File: config.mk
export PLATFORM = sky130hd
export DESIGN_NAME = alu_dm_feeder
export DESIGN_NICKNAME = d
export VERILOG_FILES = /design/src/rtl/alu_dm_feeder.sv
export SDC_FILE = /design/constraint.sdc
export NUM_CORES = 1
export LEC_CHECK = 0
export BUFFER_PORTS_ARGS = -buffer_cell sky130_fd_sc_hd__buf_2
export CAP_MARGIN = 30
export CORE_MARGIN = 2
export CORE_UTILIZATION = 50
export DETAILED_ROUTE_END_ITERATION = 8
export PLACE_DENSITY = 0.7
export RECOVER_POWER = 50
export SYNTH_ARGS = -nofsm -noshare
export SYNTH_HDL_FRONTEND = slang
export SYNTH_SLANG_ARGS = --single-unit
File: constraint.sdc
create_clock -name clk -period 4.2 [get_ports clk]
set_input_delay 0.42 -clock clk [delete_from_list [all_inputs] [get_ports clk]]
set_output_delay 0.42 -clock clk [all_outputs]
set_load 0.01 [all_outputs]
File: src/rtl/alu_dm_feeder.sv
// rtl/alu_dm_feeder.sv - ALU16 write stage feeding the data-memory buffer
// Accepts operand pairs, strobes one result per write, and sequences drains/faults.
module alu_dm_feeder #(
  parameter int DATA_W = 16,
  parameter int DEPTH  = 11,
  parameter int CNT_W  = 4
) (
  input  logic              clk,
  input  logic              rst_n,
  input  logic              in_valid,
  output logic              in_ready,
  input  logic [2:0]        op,
  input  logic [DATA_W-1:0] a,
  input  logic [DATA_W-1:0] b,
  input  logic              flush,
  input  logic              overset,
  output logic [DATA_W-1:0] din,
  output logic              DMWr,
  output logic              carry,
  output logic [CNT_W-1:0]  wr_count,
  output logic              full,
  output logic              busy,
  output logic              err
);

  localparam logic [1:0] IDLE  = 2'd0;
  localparam logic [1:0] WRITE = 2'd1;
  localparam logic [1:0] DRAIN = 2'd2;
  localparam logic [1:0] FAULT = 2'd3;

  logic [1:0]        state;
  logic [CNT_W:0]    drain_cnt;
  logic [DATA_W-1:0] result;
  logic [DATA_W:0]   sum;
  logic [DATA_W:0]   diff;
  logic [CNT_W:0]    drain_load;

  assign full       = (wr_count == CNT_W'(DEPTH));
  assign busy       = (state != IDLE);
  assign in_ready   = (state == IDLE) && !flush && !full;
  // One extra cycle beyond the stored entries acts as the wrap/clear cycle.
  assign drain_load = {1'b0, wr_count} + (CNT_W+1)'(1);

  always_comb begin
    sum  = {1'b0, a} + {1'b0, b};
    diff = {1'b0, a} - {1'b0, b};
    case (op)
      3'b000:  result = sum[DATA_W-1:0];
      3'b001:  result = diff[DATA_W-1:0];
      3'b010:  result = a & b;
      3'b011:  result = a | b;
      3'b100:  result = a ^ b;
      3'b101:  result = a << b[3:0];
      3'b110:  result = a >> b[3:0];
      default: result = a;
    endcase
  end

  always_ff @(posedge clk or negedge rst_n) begin
    if (!rst_n) begin
      state     <= IDLE;
      din       <= '0;
      DMWr      <= 1'b0;
      carry     <= 1'b0;
      wr_count  <= '0;
      err       <= 1'b0;
      drain_cnt <= '0;
    end else begin
      case (state)
        IDLE: begin
          if (overset) begin
            state <= FAULT;
            err   <= 1'b1;
          end else if (flush) begin
            drain_cnt <= drain_load;
            state     <= DRAIN;
          end else if (in_valid && in_ready) begin
            din  <= result;
            DMWr <= 1'b1;
            if (op == 3'b000) carry <= sum[DATA_W];
            else if (op == 3'b001) carry <= diff[DATA_W];
            state <= WRITE;
          end
        end
        WRITE: begin
          DMWr <= 1'b0;
          if (!full) wr_count <= wr_count + CNT_W'(1);
          if (overset) begin
            state <= FAULT;
            err   <= 1'b1;
          end else begin
            state <= IDLE;
          end
        end
        DRAIN: begin
          drain_cnt <= drain_cnt - (CNT_W+1)'(1);
          if (drain_cnt == (CNT_W+1)'(1)) begin
            wr_count <= '0;
            err      <= 1'b0;
            state    <= IDLE;
          end
        end
        default: begin
          if (flush) begin
            drain_cnt <= drain_load;
            state     <= DRAIN;
          end
        end
      endcase
    end
  end

endmodule
Yosys cells after proc, flatten, opt, wreduce, memory -nomap -nowiden

Cells that the tools add are included.
Widths: inputs -> output; s select.

Input bits: 40
Logic and storage cells: 81
Register bits: 30

Bitwise gates (word level): 6
Reduce and logical (&&, ||, !) cells: 21
Shifts and indexed selects: 2
Add/sub/neg operators: 5
Equality and inequality tests: 17
Multiplexer cells: 23

Operator list:

| cell                | number |
|---|---|
| $pmux 16 s7         | 1 |
| $add 16x16->17      | 1 |
| $sub 16x16->17      | 1 |
| $and 16x16->16      | 1 |
| $or 16x16->16       | 1 |
| $shl 16x4->16       | 1 |
| $shr 16x4->16       | 1 |
| $xor 16x16->16      | 1 |
| $pmux 5 s3          | 1 |
| $mux 2              | 6 |
| $mux 5              | 2 |
| $reduce_bool 2->1   | 5 |
| $eq 3x3->1 const B  | 3 |
| $reduce_and 3->1    | 3 |
| $mux 4              | 2 |
| $ne 2x2->1 const B  | 4 |
| $pmux 4 s2          | 1 |
| $reduce_and 4->1    | 2 |
| $mux 1              | 7 |
| $eq 3x2->1 const B  | 2 |
| $pmux 2 s3          | 1 |
| $add 4x1->5 const B | 1 |
| $eq 5x1->1 const B  | 1 |
| $reduce_and 5->1    | 1 |
| other kinds (17)    | 24 |

Logic depth before layout (Yosys ltp)

Word-level depth: 8
Mapped depth: 11
Mapped depth without buffers: 10

Worst setup path before layout

Ideal clock, no wire load.

Kind: input port to flip-flop
Start: input port b[1]
End: register din[7]
Buffers on the path: 2
Arrival time: 2.875 ns
Setup time: 0.134 ns
Setup slack: 1.192 ns
Cell stages on the path: 10
Required time: 4.066 ns
Cell sequence: buf_2 buf_2 inv_1 ha_1 o21ba_1 or4_4 a31o_1 a221o_1 a2111oi_1 o31ai_1

Longest elaborated chain between the ends: 2
Elaborated cells between the ends (all ways): 5
Classes of those cells: add/sub: 2; shift: 2; mux: 1

RTL lines:

| element                                      | line | source |
|---|---|---|
| start: declaration                           | 14   | `input logic [DATA_W-1:0] b,` |
| $sub 16x16->17, or another cell as far along | 46   | `diff = {1'b0, a} - {1'b0, b};` |
| $pmux 16 s7 *                                | 47   | `case (op)` |
| end signal: assignment                       | 78   | `din <= result;` |
| end: declaration                             | 17   | `output logic [DATA_W-1:0] din,` |

Every way passes the cells marked *; elsewhere a longest branch is shown, timed or not.
A chain may end at the register's enable or synchronous reset.

Worst setup path after layout

Start: input port a[1]
End: register din[7]

Longest elaborated chain between the ends: 2
Elaborated cells between the ends (all ways): 5
Classes of those cells: add/sub: 2; shift: 2; mux: 1

RTL lines:

| element                                      | line | source |
|---|---|---|
| start: declaration                           | 13   | `input logic [DATA_W-1:0] a,` |
| $sub 16x16->17, or another cell as far along | 46   |  |
| $pmux 16 s7 *                                | 47   |  |

Marks and branches as above.

==> impl_metrics.tcl <==
set metrics [dict create \
    status "complete, but fails checks" \
    violations "capacitance limit, slew limit" \
    grt_max_degree 45 \
    viasPerCell 6.83 \
    relSlewSlack_pct -26.3 \
    cellLeakagePower_nw 2.54 \
    insertion_delay_ns 0.30 \
    antenna_found_initial 0 \
    multi_input_area_mm2 0.00411 \
    postCtsSetupBuffers 0 \
    cp_max_fo 9 \
    synth-main-ff-cell "dfrtp_1" \
    setup_viol 0 \
    start_kind "primary input" \
    r2r_slack_ns 1.79 \
    globalRouteOverflowTotal 0 \
    synth_edf_count 0 \
    nFillCells 1019 \
    endpoint_kind "flip-flop" \
    critPathKind "in2reg" \
    numPortBuffers 65 \
    path_clk_slew_ns 0.07 \
    synthDistinctLibCells 75 \
    dr_total_vias 5959 \
    floorplan.rows 37 \
    antennaDiodeCount 0 \
    wl_per_cell_um 21.6 \
    drv_cap 1 \
    cts-htree-levels 2 \
    syn_avg_cell_area_um2 7.53 \
    hold_class "reg2reg" \
    setup_tns_ns 0 \
    final_max_slew_viol_count 31 \
    dp_cells 864 \
    peakVddDrop_v 0.000208 \
    totalWireLength_um 18900 \
    period_share_pct 68.0 \
    cts-buffers-inserted 5 \
    rsz0062_at_grt "no" \
    holdBufCountCts 0 \
    post-route-min-period_ns 2.86 \
    final_layout_size_suffix_gt1_share_pct 13.6 \
    detail-route-antenna-nets 0 \
    drcViolationCount 0 \
    areaGrowthSynthToFinish_pct 8.93 \
    worst_pin_slew_ns 1.90 \
    drt_iter0_drc 768 \
    die_h_um 107 \
    dieArea_mm2 0.0113 \
    gp_congestion 0.963 \
    nets 837 \
    clockRootBuffer "clkbuf_8" \
    skew_ns 0.0108 \
    synth_nets 800 \
    total_power_w 0.00194 \
    final_cells 872 \
    seq_area_um2 751 \
    place_area_mm2 0.00565 \
    crit_arrival_ns 3.03 \
    fp.dieW_um 107 \
    tritoncts "built" \
    design_area_mm2 0.00572 \
    grt_pass1_wl_um 29600 \
    mappedNetlistArea_mm2 0.00526 \
    drt_pass1_iterations 6 \
    synth_warnings 0 \
    ys_seq_area_share_pct 14.3 \
    dp_hpwl_um 14200 \
    core_mm2 0.0103 \
    async_flop_share_pct 100 \
    grt_pass1_vias 5492 \
    cts_sinks 30 \
    synthCells 698 \
    finalHoldViolations 0 \
    powerDensity_mw_per_mm2 338 \
    cts.repair.resized 0 \
    cp_data_required_time_ns 4.37 \
    post-route-util_pct 55.7 \
    io_pins 66 \
    gr-usage-all-layers_pct 33.2 \
    cts.path.max_buffers 2 \
    synth_seq_cells 30 \
    fmax_mhz 350 \
    start_util_pct 51.1 \
]
==> layout by cell type (no fill, tap or decap), types with 14 or more instances in the layout <==
| cell type | n |
|---|---|
| nor2_1 | 61 |
| o21ai_0 | 60 |
| ha_1 | 60 |
| a21oi_1 | 58 |
| inv_1 | 52 |
| buf_2 | 51 |
| nand2_1 | 39 |
| dfrtp_1 | 30 |
| mux2i_1 | 28 |
| nor3_1 | 23 |
| a211oi_1 | 14 |
| clkbuf_1 | 14 |
==> power by group <==
group | leakage, nW | switching, W | total [W] | internal (W)
clock | 0.0472 | 0.000134 | 0.000266 | 0.000132
combinational | 2.13 | 0.000687 | 0.00114 | 0.000448
sequential | 0.361 | 0.000103 | 0.000534 | 0.000431
total | 2.54 | 0.000925 | 0.00194 | 0.00101
==> cells by family (layout without fill, tap and decap cells) <==
logic type / after synthesis / in the layout / share of synthesized area (%)
AO/OA/AOI/OAI: 247 / 247 / 31.1
AND/OR/NAND/NOR: 204 / 204 / 19.4
buffers and inverters: 101 / 139 / 7.64
adder cells (fa/ha/maj): 62 / 62 / 15.0
multiplexers: 47 / 47 / 11.3
flip-flops: 30 / 30 / 14.3
XOR/XNOR: 7 / 7 / 1.17
==> per-stage QoR <==
step	setup WS (ns)	hold WS (ns)
after detailed placement	1.05	0.467
after floorplan	1.19	0.124
after CTS	1.38	0.231
after global placement	1.19	0.457
final	1.34	0.483
after global routing	1.10	0.535
==> cells in the mapped netlist (4+ instances only) <==
library cell,count,area (um2)
o31ai_1,7,52.6
a31oi_1,6,37.5
o211ai_1,7,52.6
a211oi_1,14,105
nor3_1,23,115
or4_1,4,30.0
o21bai_1,5,37.5
inv_1,52,195
nand2b_1,9,56.3
a211o_1,5,43.8
a21o_1,4,30.0
a221o_1,5,50.1
a222oi_1,4,40.0
o221ai_1,6,52.6
nor2b_1,13,81.3
clkbuf_1,30,113
xnor2_1,4,35.0
mux2_2,9,101
a221oi_1,9,78.8
nand4_1,6,37.5
and3_1,5,31.3
nor2_1,61,229
a21oi_1,58,290
dfrtp_1,30,751
nor4_1,4,25.0
o22ai_1,11,68.8
a22o_1,6,52.6
o21ai_0,60,300
or2_2,5,31.3
mux4_2,9,203
buf_2,12,60.1
o21a_1,6,45.0
a22oi_1,4,30.0
buf_1,4,15.0
nand2_1,39,146
nand3b_1,4,30.0
mux2i_1,28,280
or3_1,10,62.6
ha_1,60,751
nand3_1,11,55.1
==> registers in the layout (all words and copies together), names as in the netlist <==
signal	cells
state	2
drain_cnt	5
err	1
DMWr	1
carry	1
din	16
wr_count	4
==> worst max-delay path, cell delays in order <==
cell	delay (ns)
buf_2	0.17
inv_1	0.13
ha_1	0.37
o21ba_1	0.23
or4_4	0.44
a31o_1	0.24
a221o_1	0.38
a2111oi_1	0.52
o31ai_1	0.13
==> path summary, 6_finish.rpt <==
kind | start | end | cells past startpoint
max | a[1] | din[7]$_DFFE_PN0P_ | 9
min | din[7]$_DFFE_PN0P_ | din[7]$_DFFE_PN0P_ | 2
max reg2reg | state[1]$_DFFE_PN0P_ | din[10]$_DFFE_PN0P_ | 8
min reg2reg | din[7]$_DFFE_PN0P_ | din[7]$_DFFE_PN0P_ | 2
max in group asynchronous | rst_n | din[10]$_DFFE_PN0P_ | 1
min in group asynchronous | rst_n | drain_cnt[4]$_DFFE_PN0P_ | 1
==> area by class of cell <==
| class | count | share of cell area [%] |
|---|---|---|
| clock inverters | 2 | 0.219 |
| flip-flops and latches | 30 | 13.1 |
| clock buffers | 6 | 1.44 |
| well taps | 136 | 2.97 |
| multi-input cells | 567 | 71.8 |
| inverters | 54 | 3.54 |
| repair buffers | 77 | 6.95 |
==> layer usage <==
layer / GRT usage (%) / vias to the layer above / wire [um]
met2: 52.8 / 371 / 8370
met4: 15.0 / 0 / 933
met3: 6.32 / 75 / 1990
met1: 43.7 / 2833 / 7570
li1: - / 2680 / -
met5: 0 / - / 0
No activity file was read; power rests on OpenSTA's default activity.
